`src/rtl/bit_pattern_pkg.sv`:
```
// Shared encodings for the bit pattern generator.
//   patMode_t  : pattern selection presented on the 2-bit mode input
//   fsmState_t : control FSM states of the generator
package bit_pattern_pkg;

    typedef enum logic [1:0] {
        MODE_ZERO  = 2'b00,
        MODE_ONE   = 2'b01,
        MODE_WALK1 = 2'b10,
        MODE_WALK0 = 2'b11
    } patMode_t;

    typedef enum logic [1:0] {
        ST_IDLE = 2'b00,
        ST_RUN  = 2'b01,
        ST_DONE = 2'b10
    } fsmState_t;

endpackage

```
`src/rtl/bit_pattern_word.sv`:
```
// Combinational pattern word function.
//   mode      in  : pattern selection
//   curWord   in  : word currently on the bus
//   firstWord out : opening word of a run for this mode
//   nextWord  out : word that follows curWord once it is accepted
module bit_pattern_word
    import bit_pattern_pkg::*;
#(
    parameter int WIDTH = 32
) (
    input  patMode_t           mode,
    input  logic [WIDTH-1:0]   curWord,
    output logic [WIDTH-1:0]   firstWord,
    output logic [WIDTH-1:0]   nextWord
);

    localparam logic [WIDTH-1:0] LSB_ONE = {{(WIDTH-1){1'b0}}, 1'b1};

    always_comb begin
        firstWord = '0;
        nextWord  = curWord;
        case (mode)
            MODE_ZERO:  firstWord = '0;
            MODE_ONE:   firstWord = '1;
            MODE_WALK1: firstWord = LSB_ONE;
            MODE_WALK0: firstWord = ~LSB_ONE;
            default:    firstWord = '0;
        endcase
        // Rotating left covers both walking modes: the single odd bit
        // moves up one place and the MSB wraps back to bit 0.
        if (mode == MODE_WALK1 || mode == MODE_WALK0)
            nextWord = {curWord[WIDTH-2:0], curWord[WIDTH-1]};
    end

endmodule

```
`src/rtl/bit_pattern_gen.sv`:
```
// Bit pattern generator: on start, emits `count` pattern words on a
// valid/ready bus, then pulses done for one cycle.
//   clk, reset : clock, synchronous active-high reset
//   start      : begin a run (sampled in IDLE only)
//   mode       : 00 zero, 01 one, 10 walking-one, 11 walking-zero
//   count      : number of words in the run (0 -> straight to done)
//   out_data   : current pattern word
//   out_valid  : out_data is valid
//   out_ready  : consumer accepts the word when valid & ready
//   busy       : high in RUN and DONE
//   done       : one-cycle end-of-run pulse
module bit_pattern_gen
    import bit_pattern_pkg::*;
#(
    parameter int WIDTH = 32,
    parameter int CNT_W = 8
) (
    input  logic             clk,
    input  logic             reset,
    input  logic             start,
    input  logic [1:0]       mode,
    input  logic [CNT_W-1:0] count,
    output logic [WIDTH-1:0] out_data,
    output logic             out_valid,
    input  logic             out_ready,
    output logic             busy,
    output logic             done
);

    fsmState_t        state, nextState;
    patMode_t         modeQ;
    logic [CNT_W-1:0] remQ;
    logic [WIDTH-1:0] dataQ;
    logic [WIDTH-1:0] firstWord, nextWord;
    patMode_t         wordMode;
    logic             startRun, startEmpty, accept, lastAccept;

    assign startRun   = (state == ST_IDLE) && start && (count != '0);
    assign startEmpty = (state == ST_IDLE) && start && (count == '0);
    assign accept     = (state == ST_RUN) && out_ready;
    assign lastAccept = accept && (remQ == CNT_W'(1));

    // In IDLE the word function sees the live mode input so the first word
    // can be loaded on the start cycle; during a run it sees the latched mode.
    assign wordMode = (state == ST_IDLE) ? patMode_t'(mode) : modeQ;

    bit_pattern_word #(.WIDTH(WIDTH)) uWord (
        .mode      (wordMode),
        .curWord   (dataQ),
        .firstWord (firstWord),
        .nextWord  (nextWord)
    );

    // State register
    always_ff @(posedge clk) begin
        if (reset) state <= ST_IDLE;
        else       state <= nextState;
    end

    // Next-state logic
    always_comb begin
        nextState = state;
        case (state)
            ST_IDLE: begin
                if (startRun)        nextState = ST_RUN;
                else if (startEmpty) nextState = ST_DONE;
            end
            ST_RUN:  if (lastAccept) nextState = ST_DONE;
            ST_DONE: nextState = ST_IDLE;
            default: nextState = ST_IDLE;
        endcase
    end

    // Outputs
    always_comb begin
        out_valid = (state == ST_RUN);
        busy      = (state != ST_IDLE);
        done      = (state == ST_DONE);
    end

    assign out_data = dataQ;

    // Datapath: latched mode, remaining count and current word
    always_ff @(posedge clk) begin
        if (reset) begin
            modeQ <= MODE_ZERO;
            remQ  <= '0;
            dataQ <= '0;
        end else if (startRun) begin
            modeQ <= patMode_t'(mode);
            remQ  <= count;
            dataQ <= firstWord;
        end else if (accept) begin
            remQ <= remQ - CNT_W'(1);
            // The last word stays on the bus after the run ends.
            if (!lastAccept) dataQ <= nextWord;
        end
    end

endmodule
```
`config.mk`:
```
export PLATFORM = sky130hd
export DESIGN_NAME = bit_pattern_gen
export DESIGN_NICKNAME = d
export VERILOG_FILES = /design/src/rtl/bit_pattern_pkg.sv /design/src/rtl/bit_pattern_word.sv /design/src/rtl/bit_pattern_gen.sv
export SDC_FILE = /design/constraint.sdc
export NUM_CORES = 1
export LEC_CHECK = 0
export BUFFER_PORTS_ARGS = -buffer_cell sky130_fd_sc_hd__buf_2
export CORE_UTILIZATION = 45
export CTS_BUF_LIST = sky130_fd_sc_hd__clkbuf_4
export DETAILED_ROUTE_END_ITERATION = 8
export PLACE_DENSITY = 0.7
export SYNTH_ARGS = -nofsm -noshare
export SYNTH_HDL_FRONTEND = slang
export SYNTH_HIERARCHICAL = 1
export SYNTH_SLANG_ARGS = --single-unit
```
`constraint.sdc`:
```
create_clock -name clk -period 3.1 [get_ports clk]
set_clock_uncertainty 0.1 [all_clocks]
set_input_delay 0.155 -clock clk [delete_from_list [all_inputs] [get_ports clk]]
set_output_delay 0.155 -clock clk [all_outputs]
set_load 0.005 [all_outputs]
```
==> metrics.md, run 1 <==
| Metric | Value |
|---|---|
| Max Clk Rate | `381 MHz` |
| Internal Pwr Total | `1.05 mW` |
| Layout Cell Area excl Fill | `3410 um^2` |
| Post-CTS setup-driven buffer insertion count | `0` |
| Sw frac | `0.371` |
| Maximum number of pins on one net before global-route repair | `78` |
| Total area of multi-input combinational cells | `1840 um^2` |
| Crit path launch type | `flop` |
| CTS Hold Bufs | `6` |
| Net total in the final layout | `432` |
| Number of flops mapped to enable cells by yosys | `0` |
| Crit Reg-Reg Endpoint | `out_data[21]` |
| # resized after CTS | `0` |
| Startpoint of the worst register-to-register path | `state[1]` |
| Via count | `2,868` |
| Last weighted congestion value of the routability-driven placer | `0.853` |
| Number of hold violations in the final report | `0` |
| Crit. End Element | `flop` |
| Clock share of power | `0.169` |
| Level count of the clock H-tree | `2` |
| Starting Density | `0.470` |
| Post-route ant nets | `0` |
| Total gr overflow | `0` |
| GR Util All Layers | `0.202` |
| Clk slew on worst S/H paths | `130 ps` |
| Post-route insts no fill | `509` |
| Width of the chip | `86.7 um` |
| Setup repair after global routing missed its margin | `false` |
| Smallest hold slack | `30.8 ps` |
| Worst Setup Path Type | `reg2reg` |
| Share of flip-flops with an asynchronous set or reset | `0` |
| Switching power summed over all nets | `0.621 mW` |
| Highest-delay cell along the critical path | `or2_2` |
| Core region area | `6870 um^2` |
| Number of antenna diodes | `0` |
| PortBufs | `48` |
| Sink count of the clock tree | `44` |
| Power per unit of standard cell area | `491 nW/um^2` |
| Detail-routed via count per cell | `5.63` |
| Number of design rule violations left after detail routing | `0` |
| Mean routed wirelength per cell | `14.2 um` |
| TritonCTS clock tree | `yes` |
| Crit-path cells | `nor2_1 > mux2_2 > inv_1 > ha_1 > or2_2 > o21ai_0 > o211ai_1` |
| Mean area per synthesized cell | `8.03 um^2` |
| Number of DRC markers in iteration 0 | `146` |
| Min-Delay Endpoint | `remQ[4]` |
| Setup slack at placement | `539 ps` |
| Worst Hold Depth | `3` |
| Netlist Area Pre-Place | `3230 um^2` |
| Share of final-layout standard cells stronger than drive strength 1 | `0.266` |
| Most used flip-flop cell after synthesis | `dfxtp_1` |
| Total CTS buffers | `5` |
| Number of antenna violations at the first check in global routing | `0` |
| Post-Synthesis Cells | `402` |
| Worst slew margin relative to its limit | `0.315` |
| Total of flip-flops plus latches after synthesis | `44` |
| Total placed cells including tap cells | `496` |
| Reg power frac | `0.454` |
| Post-detailed-routing wire length | `7.23 mm` |
| Pins Over Slew Limit | `0` |
| Vias in the first global route | `2,597` |
| CP Data Arrival Time | `2810 ps` |
| Class of the tightest hold or removal check | `in2reg` |
| Insertion delay to the later sink of the worst-skew pair | `360 ps` |
| Measured slew at the worst slew-check pin | `1030 ps` |
| Final critical-path required period | `2620 ps` |
| Layout Area Growth over Synthesis | `5.50%` |
| Logic pwr share | `0.377` |
| Reg-to-reg slack, setup | `480 ps` |
| Result of the run | `finished, final reports clean` |
| Maxcap violations | `0` |
| Worst supply voltage drop on vdd | `0.247 mV` |
| Final-layout fill cell count | `686` |
| Post-route fraction of the period consumed by the critical path | `0.846` |
| First-pass GRT wire length | `12.2 mm` |
| Hold wc startpoint | `count[4]` |
| Vert. Die Dim | `86.7 um` |
| I/O pins | `49` |
| Total area of sequential cells | `881 um^2` |
| Total cell area at the placement stage | `3300 um^2` |
| Count of different cell masters after synthesis | `39` |
| Static Leakage | `1.31 nW` |
| Setup TNS | `0 ps` |
| Root buffer cell | `clkbuf_4` |
| Number of rows in the core area | `30` |
| Worst setup margin | `476 ps` |
| Nets in the synthesized netlist | `421` |
| Clock Tree Buf Depth | `2` |
| Sequential fraction of the synthesis area | `0.273` |
| First-pass iteration count of the detailed router | `4` |
| Critical-path maximum fanout | `62` |
| Slowest Stage Delay on Critical Path | `790 ps` |
| Required time at the endpoint of the critical path | `3280 ps` |
| Number of cells traversed by the worst register-to-register path | `7` |
| Final HPWL from detailed placement | `4.41 mm` |
| DIE AREA | `7520 um^2` |
| Yosys warns | `6` |
| Final setup vio count | `0` |
==> logic make-up (layout without fill, tap and decap cells) <==
group	after synthesis	count (layout)	synth area share
AOI/OAI and AO/OA	150	150	0.297
buffers and inverters	94	105	0.159
and+or+nand+nor	72	72	0.123
DFF	44	44	0.273
muxes	34	34	0.121
adders and majority gates	5	5	0.0194
xor gates and xnor gates	3	3	0.00814
==> worst max path at each step <==
stage / start / endpoint
after global placement: state[1] / out_data[9]
after CTS: state[1] / out_data[21]
after global routing: state[1] / out_data[29]
after detailed placement: state[1] / out_data[21]
after floorplan: state[1] / out_data[2]
final: state[1] / out_data[21]
==> cell type report <==
| type | count | share of cell area |
|---|---|---|
| Clock buffer | 6 | 0.0132 |
| Clock inverter | 1 | 0.00147 |
| Inverter | 38 | 0.0419 |
| Multi-Input combinational cell | 264 | 0.541 |
| Sequential cell | 44 | 0.259 |
| Tap cell | 96 | 0.0353 |
| Timing Repair Buffer | 60 | 0.109 |
==> worst max-delay path, delay by kind of cell (launching register included) <==
kind,cells,cell delay (ps)
buffers and inverters,1,60
muxes,1,400
AOI/OAI and AO/OA,2,440
DFF,1,400
adders and majority gates,1,130
and+or+nand+nor,2,1010
==> layer usage <==
metal | vias to the layer above | GRT usage | routed length (um)
li1 | 1443 | - | -
met1 | 1353 | 0.262 | 3490
met2 | 66 | 0.350 | 3360
met3 | 6 | 0.0305 | 303
met4 | 0 | 0.0545 | 70
met5 | - | 0 | 0
==> Yosys cell counts, drive strengths merged, types with 2 or more instances <==
cell type  number  share of area
nand4b          2         0.0054
and2b           2         0.0046
nand3           7          0.011
o211ai         64           0.15
ha              5          0.019
inv            38          0.044
or4             2         0.0046
dfxtp          44           0.27
xor2            3         0.0081
a22oi           4         0.0093
clkbuf         13          0.024
nand2          41          0.048
o21ai          35          0.057
buf            43          0.090
mux2           34           0.12
a31oi           3         0.0058
or4b            2         0.0085
nor2            4         0.0070
a21oi          40          0.063
or2             3         0.0058
nor3b           3         0.0085
==> sequential cells by signal (all words and copies together) (netlist names) <==
register and cells:
modeQ 2, out_data 32, state 2, remQ 8
==> placed cells by master, fill, tap and decap left out, drive strengths merged, types with 2 or more instances in the layout <==
| master | count |
|---|---|
| nand4b | 2 |
| dfxtp | 44 |
| a22oi | 4 |
| or4b | 2 |
| xor2 | 3 |
| mux2 | 34 |
| or4 | 2 |
| and2b | 2 |
| nand2 | 41 |
| a31oi | 3 |
| nor2 | 4 |
| nand3 | 7 |
| dlygate4sd3 | 6 |
| buf | 54 |
| or2 | 3 |
| nor3b | 3 |
| o211ai | 64 |
| clkbuf | 6 |
| inv | 38 |
| o21ai | 35 |
| ha | 5 |
| a21oi | 40 |
==> power by group through the flow <==
stage	Sequential, mW	Clock (mW)	Combinational (mW)
finish	0.760	0.283	0.630
global route	0.777	0.320	0.704
CTS	0.761	0.293	0.633
detailed placement	0.774	0	0.625
global placement	0.768	0	0.609
floorplan	0.755	0	0.555
==> metrics by stage <==
step | utilization | power (mW)
after floorplan | - | 1.31
after global placement | 0.480 | 1.38
after detailed placement | 0.480 | 1.40
after CTS | 0.496 | 1.69
after global routing | 0.496 | 1.80
final | 0.496 | 1.67
(Power assumes the default switching activity.)
==> run 2, diff against run 1 <==
clock period = 2.5 ns   (was 3.1 ns; I/O delays follow)
==> run 2 against run 1 <==
Against the previous run:
- highest routed layer unchanged
- worst hold slack improved by 4.6 ps
- clock power rose by 95%
- critical path type unchanged
- critical path depth rose by 3
- sequential share of layout area fell by 1.8 points
- worst setup slack got worse by 390 ps
- largest power group unchanged
- total power rose by 42%
- combinational power rose by 39%
==> metrics.md, run 2 (synthesis gave the netlist of run 1 again) <==
| Metric | Value |
|---|---|
| Result of the run | `finished, final reports clean` |
| First-pass GRT wire length | `12.0 mm (-2.0%)` |
| Vias in the first global route | `2,677 (+3.1%)` |
| Worst supply voltage drop on vdd | `0.244 mV (-1.3%)` |
| Static Leakage | `1.43 nW (+9.2%)` |
| Total gr overflow | `0 (unchanged)` |
| Final setup vio count | `0 (unchanged)` |
| Final-layout fill cell count | `662 (-3.5%)` |
| Crit. End Element | `flop` |
| Mean routed wirelength per cell | `14.3 um (+0.91%)` |
| Level count of the clock H-tree | `2 (unchanged)` |
| Total placed cells including tap cells | `501 (+1.0%)` |
| Setup TNS | `0 ps (unchanged)` |
| Clk slew on worst S/H paths | `140 ps (about the same)` |
| Slowest Stage Delay on Critical Path | `360 ps (-430 ps)` |
| Post-route fraction of the period consumed by the critical path | `0.964 (+0.118)` |
| Vert. Die Dim | `86.7 um (unchanged)` |
| Net total in the final layout | `444 (+2.8%)` |
| GR Util All Layers | `0.196 (-0.00590)` |
| Number of antenna diodes | `0 (unchanged)` |
| Number of design rule violations left after detail routing | `0 (unchanged)` |
| Maximum number of pins on one net before global-route repair | `78 (unchanged)` |
| Measured slew at the worst slew-check pin | `499 ps (-528 ps)` |
| Class of the tightest hold or removal check | `in2reg` |
| Pins Over Slew Limit | `0 (unchanged)` |
| Post-route insts no fill | `521 (+2.4%)` |
| Smallest hold slack | `35.5 ps (+4.62 ps)` |
| Detail-routed via count per cell | `5.64 (about the same)` |
| Total CTS buffers | `5 (unchanged)` |
| Width of the chip | `86.7 um (unchanged)` |
| CP Data Arrival Time | `2560 ps (-250 ps)` |
| Max FFs per register | `32 (unchanged)` |
| Share of final-layout standard cells stronger than drive strength 1 | `0.285 (+0.0184)` |
| Post-detailed-routing wire length | `7.47 mm (+3.3%)` |
| Critical path buffers and inverters | `2 (+1)` |
| TritonCTS clock tree | `yes` |
| Number of hold violations in the final report | `0 (unchanged)` |
| Clock Tree Buf Depth | `2 (unchanged)` |
| First-pass iteration count of the detailed router | `4 (unchanged)` |
| Final critical-path required period | `2410 ps (-213 ps)` |
| Insertion delay to the later sink of the worst-skew pair | `370 ps (about the same)` |
| Most frequent cells in the layout | `64 x o211ai_1, 48 x buf_2, 43 x dfxtp_1` |
| Highest-delay cell along the critical path | `dfxtp_1` |
| Last weighted congestion value of the routability-driven placer | `0.784 (-8.2%)` |
| Max Clk Rate | `415 MHz (+8.8%)` |
| Root buffer cell | `clkbuf_4` |
| Crit-path cells | `nor2_4 > mux2_4 > ha_1 > nor2_4 > clkbuf_16 > mux2_2 > inv_1 > a21oi_1 > o211ai_1 > o211ai_1` |
| Gate family responsible for the most delay along the worst path | `multiplexers` |
| Worst slew margin relative to its limit | `0.668 (+0.352)` |
| PortBufs | `48 (unchanged)` |
| Starting Density | `0.470 (unchanged)` |
| Final HPWL from detailed placement | `4.41 mm (about the same)` |
| Overall power after layout | `2.37 mW (+42%)` |
| I/O pins | `49 (unchanged)` |
| Crit path launch type | `flop` |
| Most common cell after layout, fill and taps aside | `o211ai_1` |
| DIE AREA | `7520 um^2 (unchanged)` |
| Layout Cell Area excl Fill | `3670 um^2 (+7.8%)` |
| Via count | `2,938 (+2.4%)` |
| Layout Area Growth over Synthesis | `13.7%` |
| Core region area | `6870 um^2 (unchanged)` |
| Number of DRC markers in iteration 0 | `231 (+58%)` |
| Total cell area at the placement stage | `3400 um^2 (+3.0%)` |
| Required time at the endpoint of the critical path | `2650 ps (-630 ps)` |
| Power per unit of standard cell area | `646 nW/um^2 (+32%)` |
| Critical-path maximum fanout | `7 (-89%)` |
| Number of antenna violations at the first check in global routing | `0 (unchanged)` |
| Worst Setup Path Type | `reg2reg` |
| Number of rows in the core area | `30 (unchanged)` |
| Post-route ant nets | `0 (unchanged)` |
| Maxcap violations | `0 (unchanged)` |
| Sink count of the clock tree | `44 (unchanged)` |
run 2: cell count changes in the layout (fill, tap and decap cells not counted), sizes merged:
cell	delta
bufinv	+2
dlygate4sd3	+4
buf	+6
clkinv	-1
clkbuf	+1
run 2: routing by layer:
layer	wire (um)	track usage	share of wire	vias up
met4	61	0.0530	0.0082	0
li1	-	-	-	1460
met1	3620	0.252	0.49	1403
met3	259	0.0381	0.035	9
met2	3520	0.336	0.47	66
met5	0	0	0	-
run 2: timing repair:
item                                    4_1_cts  5_1_grt
hold endpoints to repair                     10        0
gates resized for setup                       0        6
setup buffers                                 0        1
hold buffers                                 10        0
endpoints found under the setup margin        0       31
run 2: area by class of cell:
type,instances,area (um^2),area share
Multi-Input combinational cell,264,1860,0.507
Sequential cell,44,882,0.240
Timing Repair Buffer,72,568,0.155
Inverter,38,143,0.0389
Tap cell,96,120,0.0327
Clock inverter,2,60.1,0.0164
Clock buffer,5,37.5,0.0102
run 2: tightest hold or removal path, delay by kind of cell:
| family | cells | cell delay, ps |
|---|---|---|
| compound gates | 2 | 230 |
| buf+inv | 1 | 100 |
run 2: final timing paths:
path                                from  cells after the start  slack, ps           to
worst max register to register  state[0]                     10         90  out_data[7]
worst min register to register  modeQ[1]                      2        380     modeQ[1]
worst min-delay path            count[1]                      3         40      remQ[1]
worst max-delay path            state[0]                     10         90  out_data[7]
run 2: metrics by stage:
stage	setup WS (ps)	util
after floorplan	160	-
after CTS	9.86	0.523
final	89.0	0.534
after global placement	177	0.494
after detailed placement	63.4	0.494
after global routing	-16.1	0.534
run 2: power by group:
group	internal [mW]	switching (mW)
logic	0.451	0.427
registers	0.812	0.131
clock network	0.306	0.245
==> run 3, diff against run 2 <==
BUFFER_PORTS_ARGS = not set   (was -buffer_cell sky130_fd_sc_hd__buf_2)
DONT_BUFFER_PORTS = 1   (was not set)
PLACE_DENSITY = 0.65   (was 0.7)
clock period = 2.7 ns   (was 2.5 ns; I/O delays follow)
==> run 3 against run 2 <==
Against the previous run:
- critical path depth fell by 4
- utilization fell by 4.7 points
- non-clock buffer count fell by 42
- die area did not move
- worst setup slack improved by 61 ps
- fmax fell by 5.4%
- first-iteration DRC count fell by 55%
- via count fell by 5.7%
- largest cell class unchanged
- largest power group unchanged
==> metrics.md, run 3 (synthesis gave the netlist of run 1 again) <==
| Metric | Value |
|---|---|
| Result of the run | `finished, final reports clean` |
| Critical-path maximum fanout | `7 (unchanged)` |
| Number of DRC markers in iteration 0 | `105 (-55%)` |
| Static Leakage | `1.18 nW (-17%)` |
| Number of design rule violations left after detail routing | `0 (unchanged)` |
| I/O pins | `49 (unchanged)` |
| GR Util All Layers | `0.203 (+0.00630)` |
| Worst supply voltage drop on vdd | `0.162 mV (-34%)` |
| Via count | `2,772 (-5.7%)` |
| Vert. Die Dim | `86.7 um (unchanged)` |
| Class of the tightest hold or removal check | `in2reg` |
| Total CTS buffers | `5 (unchanged)` |
| Final setup vio count | `0 (unchanged)` |
| Vias in the first global route | `2,516 (-6.0%)` |
| Maxcap violations | `0 (unchanged)` |
| Pins Over Slew Limit | `0 (unchanged)` |
| Post-route fraction of the period consumed by the critical path | `0.944 (-0.0201)` |
| Measured slew at the worst slew-check pin | `583 ps (+84.0 ps)` |
| Required time at the endpoint of the critical path | `2910 ps (+260 ps)` |
| Clock Tree Buf Depth | `2 (unchanged)` |
| Detail-routed via count per cell | `5.79 (+2.6%)` |
| Final core utilization | `0.487 (-0.0468)` |
| Layout Area Growth over Synthesis | `3.72%` |
| Crit. End Element | `flop` |
| Share of final-layout standard cells stronger than drive strength 1 | `0.170 (-0.115)` |
| Width of the chip | `86.7 um (unchanged)` |
| Power per unit of standard cell area | `558 nW/um^2 (-14%)` |
| Number of antenna diodes | `0 (unchanged)` |
| PortBufs | `0 (-100%)` |
| Setup TNS | `0 ps (unchanged)` |
| Insertion delay to the later sink of the worst-skew pair | `360 ps (about the same)` |
| Total gr overflow | `0 (unchanged)` |
| Final HPWL from detailed placement | `4.35 mm (-1.4%)` |
| Worst Setup Path Type | `reg2reg` |
| Number of rows in the core area | `30 (unchanged)` |
| Final critical-path required period | `2550 ps (+139 ps)` |
| Post-detailed-routing wire length | `7.32 mm (-2.0%)` |
| Sink count of the clock tree | `44 (unchanged)` |
| First-pass GRT wire length | `12.2 mm (+2.1%)` |
| Most common cell after layout, fill and taps aside | `o211ai_1` |
| Worst slew margin relative to its limit | `0.612 (-0.0560)` |
| TritonCTS clock tree | `yes` |
| Most frequent cells in the layout | `64 x o211ai_1, 44 x dfxtp_1, 41 x nand2_1` |
| Number of hold violations in the final report | `0 (unchanged)` |
| Max FFs per register | `32 (unchanged)` |
| Post-CTS setup-driven buffer insertion count | `0 (unchanged)` |
| Clk slew on worst S/H paths | `130 ps (about the same)` |
| Root buffer cell | `clkbuf_4` |
| Mean routed wirelength per cell | `15.3 um (+6.5%)` |
| Crit path launch type | `flop` |
| First-pass iteration count of the detailed router | `4 (unchanged)` |
| Maximum number of pins on one net before global-route repair | `78 (unchanged)` |
| CP Data Arrival Time | `2760 ps (+200 ps)` |
| DIE AREA | `7520 um^2 (unchanged)` |
| Net total in the final layout | `402 (-9.5%)` |
| Core region area | `6870 um^2 (unchanged)` |
| Last weighted congestion value of the routability-driven placer | `0.774 (-1.3%)` |
| Post-route ant nets | `0 (unchanged)` |
| Level count of the clock H-tree | `2 (unchanged)` |
| Number of antenna violations at the first check in global routing | `0 (unchanged)` |
| Max Clk Rate | `392 MHz (-5.4%)` |
| Starting Density | `0.470 (unchanged)` |
| Setup repair after global routing missed its margin | `false` |
run 3: routing by layer:
| layer | part of all wire | GRT usage | up-vias |
|---|---|---|---|
| met1 | 0.46 | 0.251 | 1331 |
| met4 | 0.011 | 0.0561 | 0 |
| li1 | - | - | 1380 |
| met2 | 0.47 | 0.338 | 54 |
| met5 | 0 | 0 | - |
| met3 | 0.063 | 0.0648 | 7 |
run 3: final timing paths:
path / startpoint / to / slack, ps / cells past startpoint
worst max-delay path: state[1] / remQ[7] / 150 / 6
worst min-delay path: count[2] / state[1] / 150 / 3
worst max register to register: state[1] / remQ[7] / 150 / 6
worst min register to register: remQ[5] / remQ[5] / 440 / 2
run 3: report_power, final:
group	internal, mW	switching (mW)	leakage [nW]
sequential	0.751	0.144	0.365
clock	0.0914	0.219	0.0261
combinational	0.322	0.339	0.792
total	1.16	0.702	1.18
run 3: critical path, cell delays in order, from the launching register on:
cell	delay (ps)
dfxtp_1	340
buf_4	160
or4b_4	550
or4b_4	540
a2bb2oi_2	150
a21oi_2	110
dlygate4sd3_1	540
run 3: timing repair:
item                       in CTS  in global routing
setup endpoints to repair       0                 30
hold endpoints to repair       44                  1
hold buffers                   20                  1
resized for setup               0                  2
run 3: through the flow:
stage	hold WS (ps)	instance area (um^2)	power [mW]	setup slack, ps	cells
floorplan	171	3230	1.50	360	402
global placement	104	3080	1.50	270	451
detailed placement	107	3080	1.53	198	451
CTS	2.43	3330	1.88	157	478
global route	140	3350	2.01	56.5	479
finish	151	3350	1.87	150	479
run 3: final cells by class:
class | instances | area, um^2
repair buffers | 30 | 313
clock buffers | 5 | 37.5
inverters | 38 | 143
fillers | 660 | 3520
flip-flops and latches | 44 | 881
well taps | 96 | 120
multi-input cells | 264 | 1850
clock inverters | 2 | 7.51
